File: src/rtl/busenc_pkg.sv
// Shared constants and helpers for the encoded-bus arbiter.
// Channel codes, default widths and a population count.
package busenc_pkg;

    localparam logic CH_ADDR = 1'b0;
    localparam logic CH_DATA = 1'b1;

    localparam int W_DEF  = 8;
    localparam int CW_DEF = 16;

    localparam int POP_MAX = 64;

    // Number of set bits in a vector of up to POP_MAX bits.
    function automatic int unsigned popcount(input logic [POP_MAX-1:0] v);
        int unsigned c;
        c = 0;
        for (int i = 0; i < POP_MAX; i++) begin
            c = c + {31'b0, v[i]};
        end
        return c;
    endfunction

endpackage

File: src/rtl/hamdist.sv
// Combinational Hamming distance between two N-bit words.
// Used both for the bus-invert decision and for toggle counting.
module hamdist
    import busenc_pkg::*;
#(
    parameter int N = 8
) (
    input  logic [N-1:0]             a_i,
    input  logic [N-1:0]             b_i,
    output logic [$clog2(N+1)-1:0]   dist_o
);

    localparam int DW = $clog2(N + 1);

    logic [POP_MAX-1:0] diff;

    // Zero-extend the XOR so the shared popcount can be reused.
    always_comb begin
        diff         = '0;
        diff[N-1:0]  = a_i ^ b_i;
    end

    assign dist_o = DW'(popcount(diff));

endmodule

File: src/rtl/busarb_encctl.sv
// Two-channel arbiter for a shared low-power bus.
// Address beats use T0 freeze, data beats use bus-invert.
module busarb_encctl
    import busenc_pkg::*;
#(
    parameter int W      = W_DEF,
    parameter int CW     = CW_DEF,
    parameter int STRIDE = 1
) (
    input  logic          ck,
    input  logic          rst,
    input  logic          a_valid,
    input  logic [W-1:0]  a_data,
    output logic          a_ready,
    input  logic          d_valid,
    input  logic [W-1:0]  d_data,
    output logic          d_ready,
    output logic [W-1:0]  bus,
    output logic          bus_inv,
    output logic          bus_inc,
    output logic          bus_sel,
    output logic          bus_vld,
    input  logic          clr_cnt,
    output logic [CW-1:0] trans_cnt
);

    localparam int HW = $clog2(W + 1);
    localparam int TW = $clog2(W + 3);
    localparam int SW = CW + TW;

    localparam logic [W-1:0]  STEP = W'(STRIDE);
    localparam logic [HW-1:0] HALF = HW'(W / 2);
    localparam logic [SW-1:0] CMAX = SW'({CW{1'b1}});

    logic [W-1:0]  bus_q, bus_d;
    logic          inv_q, inv_d;
    logic          inc_q, inc_d;
    logic          sel_q, sel_d;
    logic          vld_q, vld_d;
    logic [CW-1:0] cnt_q, cnt_d;
    logic          prio_q, prio_d;
    logic [W-1:0]  last_q, last_d;
    logic          hist_q, hist_d;

    logic [W-1:0]  nxt_addr;
    logic [HW-1:0] ham;
    logic [TW-1:0] tog;
    logic [SW-1:0] sum;

    assign nxt_addr = last_q + STEP;

    // Grant the priority channel on contention, else whoever is valid.
    always_comb begin
        a_ready = a_valid && (!d_valid || prio_q == CH_ADDR);
        d_ready = d_valid && (!a_valid || prio_q == CH_DATA);
    end

    hamdist #(.N(W)) u_inv_dist (
        .a_i    (d_data),
        .b_i    (bus_q),
        .dist_o (ham)
    );

    hamdist #(.N(W + 2)) u_tog_dist (
        .a_i    ({bus_d, inv_d, inc_d}),
        .b_i    ({bus_q, inv_q, inc_q}),
        .dist_o (tog)
    );

    // Next bus state, encoder choice and arbitration history.
    always_comb begin
        bus_d  = bus_q;
        inv_d  = inv_q;
        inc_d  = 1'b0;
        sel_d  = sel_q;
        vld_d  = 1'b0;
        prio_d = prio_q;
        last_d = last_q;
        hist_d = hist_q;
        if (a_ready) begin
            vld_d  = 1'b1;
            sel_d  = CH_ADDR;
            inv_d  = 1'b0;
            if (hist_q && a_data == nxt_addr) begin
                inc_d = 1'b1;
            end else begin
                bus_d = a_data;
            end
            last_d = a_data;
            hist_d = 1'b1;
            prio_d = CH_DATA;
        end else if (d_ready) begin
            vld_d  = 1'b1;
            sel_d  = CH_DATA;
            if (ham > HALF) begin
                bus_d = ~d_data;
                inv_d = 1'b1;
            end else begin
                bus_d = d_data;
                inv_d = 1'b0;
            end
            prio_d = CH_ADDR;
        end
    end

    // Saturating accumulation of line toggles, with synchronous clear.
    always_comb begin
        sum = SW'(cnt_q) + SW'(tog);
        if (clr_cnt) begin
            cnt_d = '0;
        end else if (sum > CMAX) begin
            cnt_d = '1;
        end else begin
            cnt_d = sum[CW-1:0];
        end
    end

    // All bus registers and arbiter state.
    always_ff @(posedge ck or negedge rst) begin
        if (!rst) begin
            bus_q  <= '0;
            inv_q  <= 1'b0;
            inc_q  <= 1'b0;
            sel_q  <= 1'b0;
            vld_q  <= 1'b0;
            cnt_q  <= '0;
            prio_q <= CH_ADDR;
            last_q <= '0;
            hist_q <= 1'b0;
        end else begin
            bus_q  <= bus_d;
            inv_q  <= inv_d;
            inc_q  <= inc_d;
            sel_q  <= sel_d;
            vld_q  <= vld_d;
            cnt_q  <= cnt_d;
            prio_q <= prio_d;
            last_q <= last_d;
            hist_q <= hist_d;
        end
    end

    assign bus       = bus_q;
    assign bus_inv   = inv_q;
    assign bus_inc   = inc_q;
    assign bus_sel   = sel_q;
    assign bus_vld   = vld_q;
    assign trans_cnt = cnt_q;

endmodule

File: config.mk
export PLATFORM = sky130hd
export DESIGN_NAME = busarb_encctl
export DESIGN_NICKNAME = d
export VERILOG_FILES = /design/src/rtl/busenc_pkg.sv /design/src/rtl/hamdist.sv /design/src/rtl/busarb_encctl.sv
export SDC_FILE = /design/constraint.sdc
export NUM_CORES = 1
export LEC_CHECK = 0
export ABC_AREA = 1
export CAP_MARGIN = 20
export CORE_MARGIN = 2
export CORE_UTILIZATION = 55
export CTS_CLUSTER_SIZE = 25
export DETAILED_ROUTE_END_ITERATION = 7
export PLACE_DENSITY = 0.91
export SETUP_SLACK_MARGIN = 0.05
export SLEW_MARGIN = 20
export SYNTH_ARGS = -nofsm -noshare
export SYNTH_HDL_FRONTEND = slang
export SYNTH_SLANG_ARGS = --single-unit
File: constraint.sdc
create_clock -name ck -period 17 [get_ports ck]
set_clock_uncertainty 0.15 [all_clocks]
set_input_delay 1.7 -clock ck [delete_from_list [all_inputs] [get_ports ck]]
set_output_delay 1.7 -clock ck [all_outputs]
set_load 0.01 [all_outputs]
Yosys cells after proc, flatten, opt, wreduce, memory -nomap -nowiden
Index checks and enable logic that the tools add are counted.
{ "classes": {"n_eq_ne": 1, "bitwise_logic": 4, "order_cmp": 2, "add_sub_neg": 18, "muxes": 17, "reduce_logical": 8} }
{ "op_table": {"columns": ["cell", "n"], "rows": [
  ["adder 4 x 1 -> 4 bit", 14],
  ["two-way mux 16 bit", 2],
  ["two-way mux 8 bit", 4],
  ["adder 16 x 4 -> 17 bit", 1],
  ["> comparator 17 x 16 -> 1 bit (second input constant)", 1],
  ["two-way mux 1 bit", 11],
  ["XOR 10 bit", 1],
  ["adder 8 x 1 -> 8 bit (second input constant)", 1],
  ["equality test 8 bit", 1],
  ["inverter 8 bit", 1],
  ["XOR 8 bit", 1],
  ["adder 1 x 1 -> 2 bit", 2],
  ["> comparator 4 x 3 -> 1 bit (second input constant)", 1],
  ["logical AND 1 bit", 3],
  ["logical NOT 1 bit", 2],
  ["logical OR 1 bit", 2],
  ["nonzero test 2 bit", 1],
  ["inverter 1 bit", 1]
]} }
{ "totals": {"input_bits": 21, "out_inout_bits": 30, "regBits": 38} }

Longest topological paths before layout
{ "depth": {"depth_word": 26, "depth_mapped": 36, "depth_no_buf": 35} }

Hierarchy
A second synthesis with hierarchy kept.
{ "unflattened": {"hier_cells": 440, "area_unflattened_um2": 3086.7} }
{ "by_module_without_submodules": {"columns": ["module", "cells_each", "n_inst", "seq_area_each_um2", "area_per_inst_um2"], "rows": [
  ["busarb_encctl", 307, 1, 950.9, 2373.5],
  ["hamdist (u_tog_dist)", 70, 1, 0.0, 384.1],
  ["hamdist (u_inv_dist)", 63, 1, 0.0, 329.1]
]} }

Worst setup path after synthesis
No wires, ideal clock.
{ "synth_path": {"path_kind": "input-to-reg", "startpoint": "input port d_data[0]", "endpoint": "register cnt_q[13] (netlist: trans_cnt[13])", "cell_stages": 33, "path_slack_ns": 7.579, "path_buffers": 1, "arrival_time_ns": 9.153, "path_cell_list": "xor2_1 -> ha_1 -> fa_1 -> inv_1 -> fa_1 -> fa_1 -> inv_1 -> fa_1 -> nor2_1 -> o21ai_4 -> inv_1 -> a211oi_2 -> xor2_1 -> ha_1 -> fa_1 -> inv_1 -> fa_1 -> fa_1 -> fa_1 -> fa_1 -> inv_1 -> fa_1 -> nand3_1 -> nand3_1 -> nand3_1 -> inv_1 -> nand2_1 -> nor2_2 -> nand2_1 -> buf_2 -> nand2_1 -> o21bai_1 -> inv_1"} }
{ "synth_via": {"elab_chain_len": 26, "word_cells_on_any_way": 30} }
{ "synth_rtl": {"columns": ["element", "line", "source"], "rows": [
  ["from (decl)", "busarb_encctl.sv:16", "input logic [W-1:0] d_data,"],
  ["XOR 8 bit (*)", "hamdist.sv:20", "diff[N-1:0] = a_i ^ b_i;"],
  ["adder 1 x 1 -> 2 bit (*)", "busenc_pkg.sv:18", "c = c + {31'b0, v[i]};"],
  ["adder 4 x 1 -> 4 bit (*) (6 in series)", "busenc_pkg.sv:18", null],
  ["> comparator 4 x 3 -> 1 bit (*)", "busarb_encctl.sv:95", "if (ham > HALF) begin"],
  ["two-way mux 1 bit (*)", "busarb_encctl.sv:95", null],
  ["two-way mux 1 bit (*)", "busarb_encctl.sv:92", "end else if (d_ready) begin"],
  ["two-way mux 1 bit (*)", "busarb_encctl.sv:80", "if (a_ready) begin"],
  ["named net inv_d", "busarb_encctl.sv:36", "logic inv_q, inv_d;"],
  ["XOR 10 bit (*)", "hamdist.sv:20", null],
  ["adder 1 x 1 -> 2 bit (*)", "busenc_pkg.sv:18", null],
  ["adder 4 x 1 -> 4 bit (*) (8 in series)", "busenc_pkg.sv:18", null],
  ["adder 16 x 4 -> 17 bit (*)", "busarb_encctl.sv:108", "sum = SW'(cnt_q) + SW'(tog);"],
  ["> comparator 17 x 16 -> 1 bit", "busarb_encctl.sv:111", "end else if (sum > CMAX) begin"],
  ["two-way mux 16 bit (*)", "busarb_encctl.sv:111", null],
  ["two-way mux 16 bit (*)", "busarb_encctl.sv:109", "if (clr_cnt) begin"],
  ["named net cnt_d[13]", "busarb_encctl.sv:40", "logic [CW-1:0] cnt_q, cnt_d;"],
  ["to (signal assigned)", "busarb_encctl.sv:136", "cnt_q <= cnt_d;"],
  ["to (decl)", "busarb_encctl.sv:40", null]
]} }
Mark *: on every way through the listed nets, which the timed path passes. The rest lies on a longest branch.
A chain may end at the register's enable or synchronous reset.

Worst setup path after layout
{ "layout_path": {"startpoint": "input port d_data[0]", "endpoint": "register cnt_q[5] (netlist: trans_cnt[5])"} }
The elaborated chain is that of the path after synthesis.

==> reports/metrics.csv <==
metric,value,unit
status,finished clean,
die-height,76.70,µm
maxSlewHeadroom,0.3656,
netlist_instances,386,
root_buffer,clkbuf_8,
fin_crit_sh,0.6035,
synth.cell_area,2907,µm²
die-area,5882,µm²
multiInputGateArea,1660,µm²
synthesis.nets,431,
initial_core_util,0.5691,
grt_max_degree,39,
routed-via-count,2658,
grt_antenna_before_repair,0,
crit_start,d_data[0],
seqCellArea,950.9,µm²
critPathMaxFanout,12,
end_kind,register,
drc,0,
synth.area.top_cells,"dfrtp_1, nand2_1, inv_1",
setup_viol_count_final,0,
ys.flop_type,dfrtp_1,
cts_sinks,38,
netlist.area_leader.share,0.3272,
die_w,76.70,µm
fp-row-count,26,
yosysWarnings,0,
clk_latency,300,ps
layout_commonest_cell,nand2_1,
cts_hold_buf,0,
nFillCells,394,
yosysSeqAreaShare,0.3272,
syn_avg_cell_area,7.530,µm²
hold_violations,0,
viasPerCell,5.202,
cp.arrival,10310,ps
crit_path_max_incr_delay,570,ps
worst_r2r_startpoint,bus[0]$_DFF_PN0_,
drv_slew,0,
io_pins,51,
synth_edf_count,0,
worst_slew_pin_slew,945.2,ps
critical_path.most_common_cell,fa_1,
setup_tns,0,ps
async_flop_share,1.000,
io_buffers,50,
hp-class,reg -> reg,
grt_pass1_wl,11.67,mm
period_minus_slack,10260,ps
htree_levels,2,
drive_gt1_frac,0.04762,
cp_slowest_cell,fa_1,
rsz0062_at_grt,false,
cts_setup_buffers,0,
mostFrequentLayoutCells,"nand2_1, inv_1, clkdlybuf4s50_1, nor2_1, dfrtp_1",
area_delta_synth_final,24.32,%
finalWirelength,6.918,mm
grt-ovfl-total,0,
coreArea,5107,µm²
num-nets-final,485,
first_global_vias,2668,
n_antenna_cell,0,
clock_tree.buffer_depth,2,
place_congestion,0.8662,
synth_cell_types,33,
drt-initial-drc-count,161,
numCtsBuffers,5,
worstHoldPathCells,1,
routedWlPerCell,13.54,µm
crit_type,in -> reg,
hp-start,hist_q$_DFFE_PN0P_,
dp_hpwl,5.176,mm
fmax,0.09747,GHz
yosys.area.top_type,dfrtp_1,
track_usage,0.2487,
drt_pass1_iterations,4,
final_antenna_net_count,0,
cts_tree,yes,
postCtsResizedCells,0,
synth_seq_cells,38,
path_clk_slew,80,ps
r2r_cells,32,
required,17050,ps
critPathLaunchType,input pin,
drv_cap,0,
-- worst paths after layout --
kind / to / slack (ps)
max: trans_cnt[5]$_DFF_PN0_ / 6740
min: hist_q$_DFFE_PN0P_ / 330
max reg2reg: trans_cnt[5]$_DFF_PN0_ / 8180
min reg2reg: hist_q$_DFFE_PN0P_ / 330
max in group asynchronous: trans_cnt[7]$_DFF_PN0_ / 14810
min in group asynchronous: last_q[6]$_DFFE_PN0P_ / 1350
-- through the flow --
step             util  hold WS [ps]  cell area, µm²  setup slack (ps)  std cells
6_report       0.7075         325.4            3613              6740        511
2_1_floorplan       -         290.3            2907              7579        386
4_1_cts        0.7075         325.3            3613              6759        511
3_5_place_dp   0.6805         303.7            3476              6468        503
3_3_place_gp   0.6805         303.3            3476              6754        503
5_1_grt        0.7075         349.9            3613              6317        511
-- cells in the mapped netlist (3+ instances only) --
cell type	count
a21oi_1	23
dfrtp_1	38
fa_1	11
ha_1	13
inv_1	72
nand2_1	83
nand3_1	28
nor2_1	46
nor3_1	3
o21ai_0	8
o21ai_1	3
xnor2_1	20
xor2_1	13
-- critical path, delay by kind of cell --
| family | cells | cell delay (ps) |
|---|---|---|
| simple gates | 7 | 940 |
| compound gates | 3 | 770 |
| xor+xnor | 2 | 390 |
| fa+ha+maj | 12 | 5360 |
| buf+inv | 9 | 1140 |
-- registers in the layout, summed over array words and instances, names as in the netlist --
name	cells
bus_vld	1
prio_q	1
bus_inv	1
bus_sel	1
hist_q	1
bus	8
last_q	8
trans_cnt	16
bus_inc	1
-- logic make-up (layout without fill, tap and decap cells) --
kind of cell,Yosys count,in the layout,share of synthesized area
and+or+nand+nor,174,174,0.2639
buffers and inverters,78,133,0.1016
xor gates and xnor gates,33,33,0.09944
AOI/OAI and AO/OA,39,39,0.07619
adders and majority gates,24,24,0.1317
DFF,38,38,0.3272
-- per-layer routing --
metal | routed length, µm | GRT usage
met5 | 0 | 0
met4 | 175 | 0.1109
met3 | 375 | 0.05294
met2 | 3600 | 0.4360
met1 | 2766 | 0.2918
-- final cells by class --
cell class,count,share of cell area
multi-input cells,270,0.4595
flip-flops and latches,38,0.2632
repair buffers,50,0.1371
inverters,75,0.07791
well taps,70,0.02424
clock buffers,5,0.01904
clock inverters,3,0.01904
Power is not shown: default switching activity piles up to over one toggle a cycle in this logic, so the estimate is an artifact.
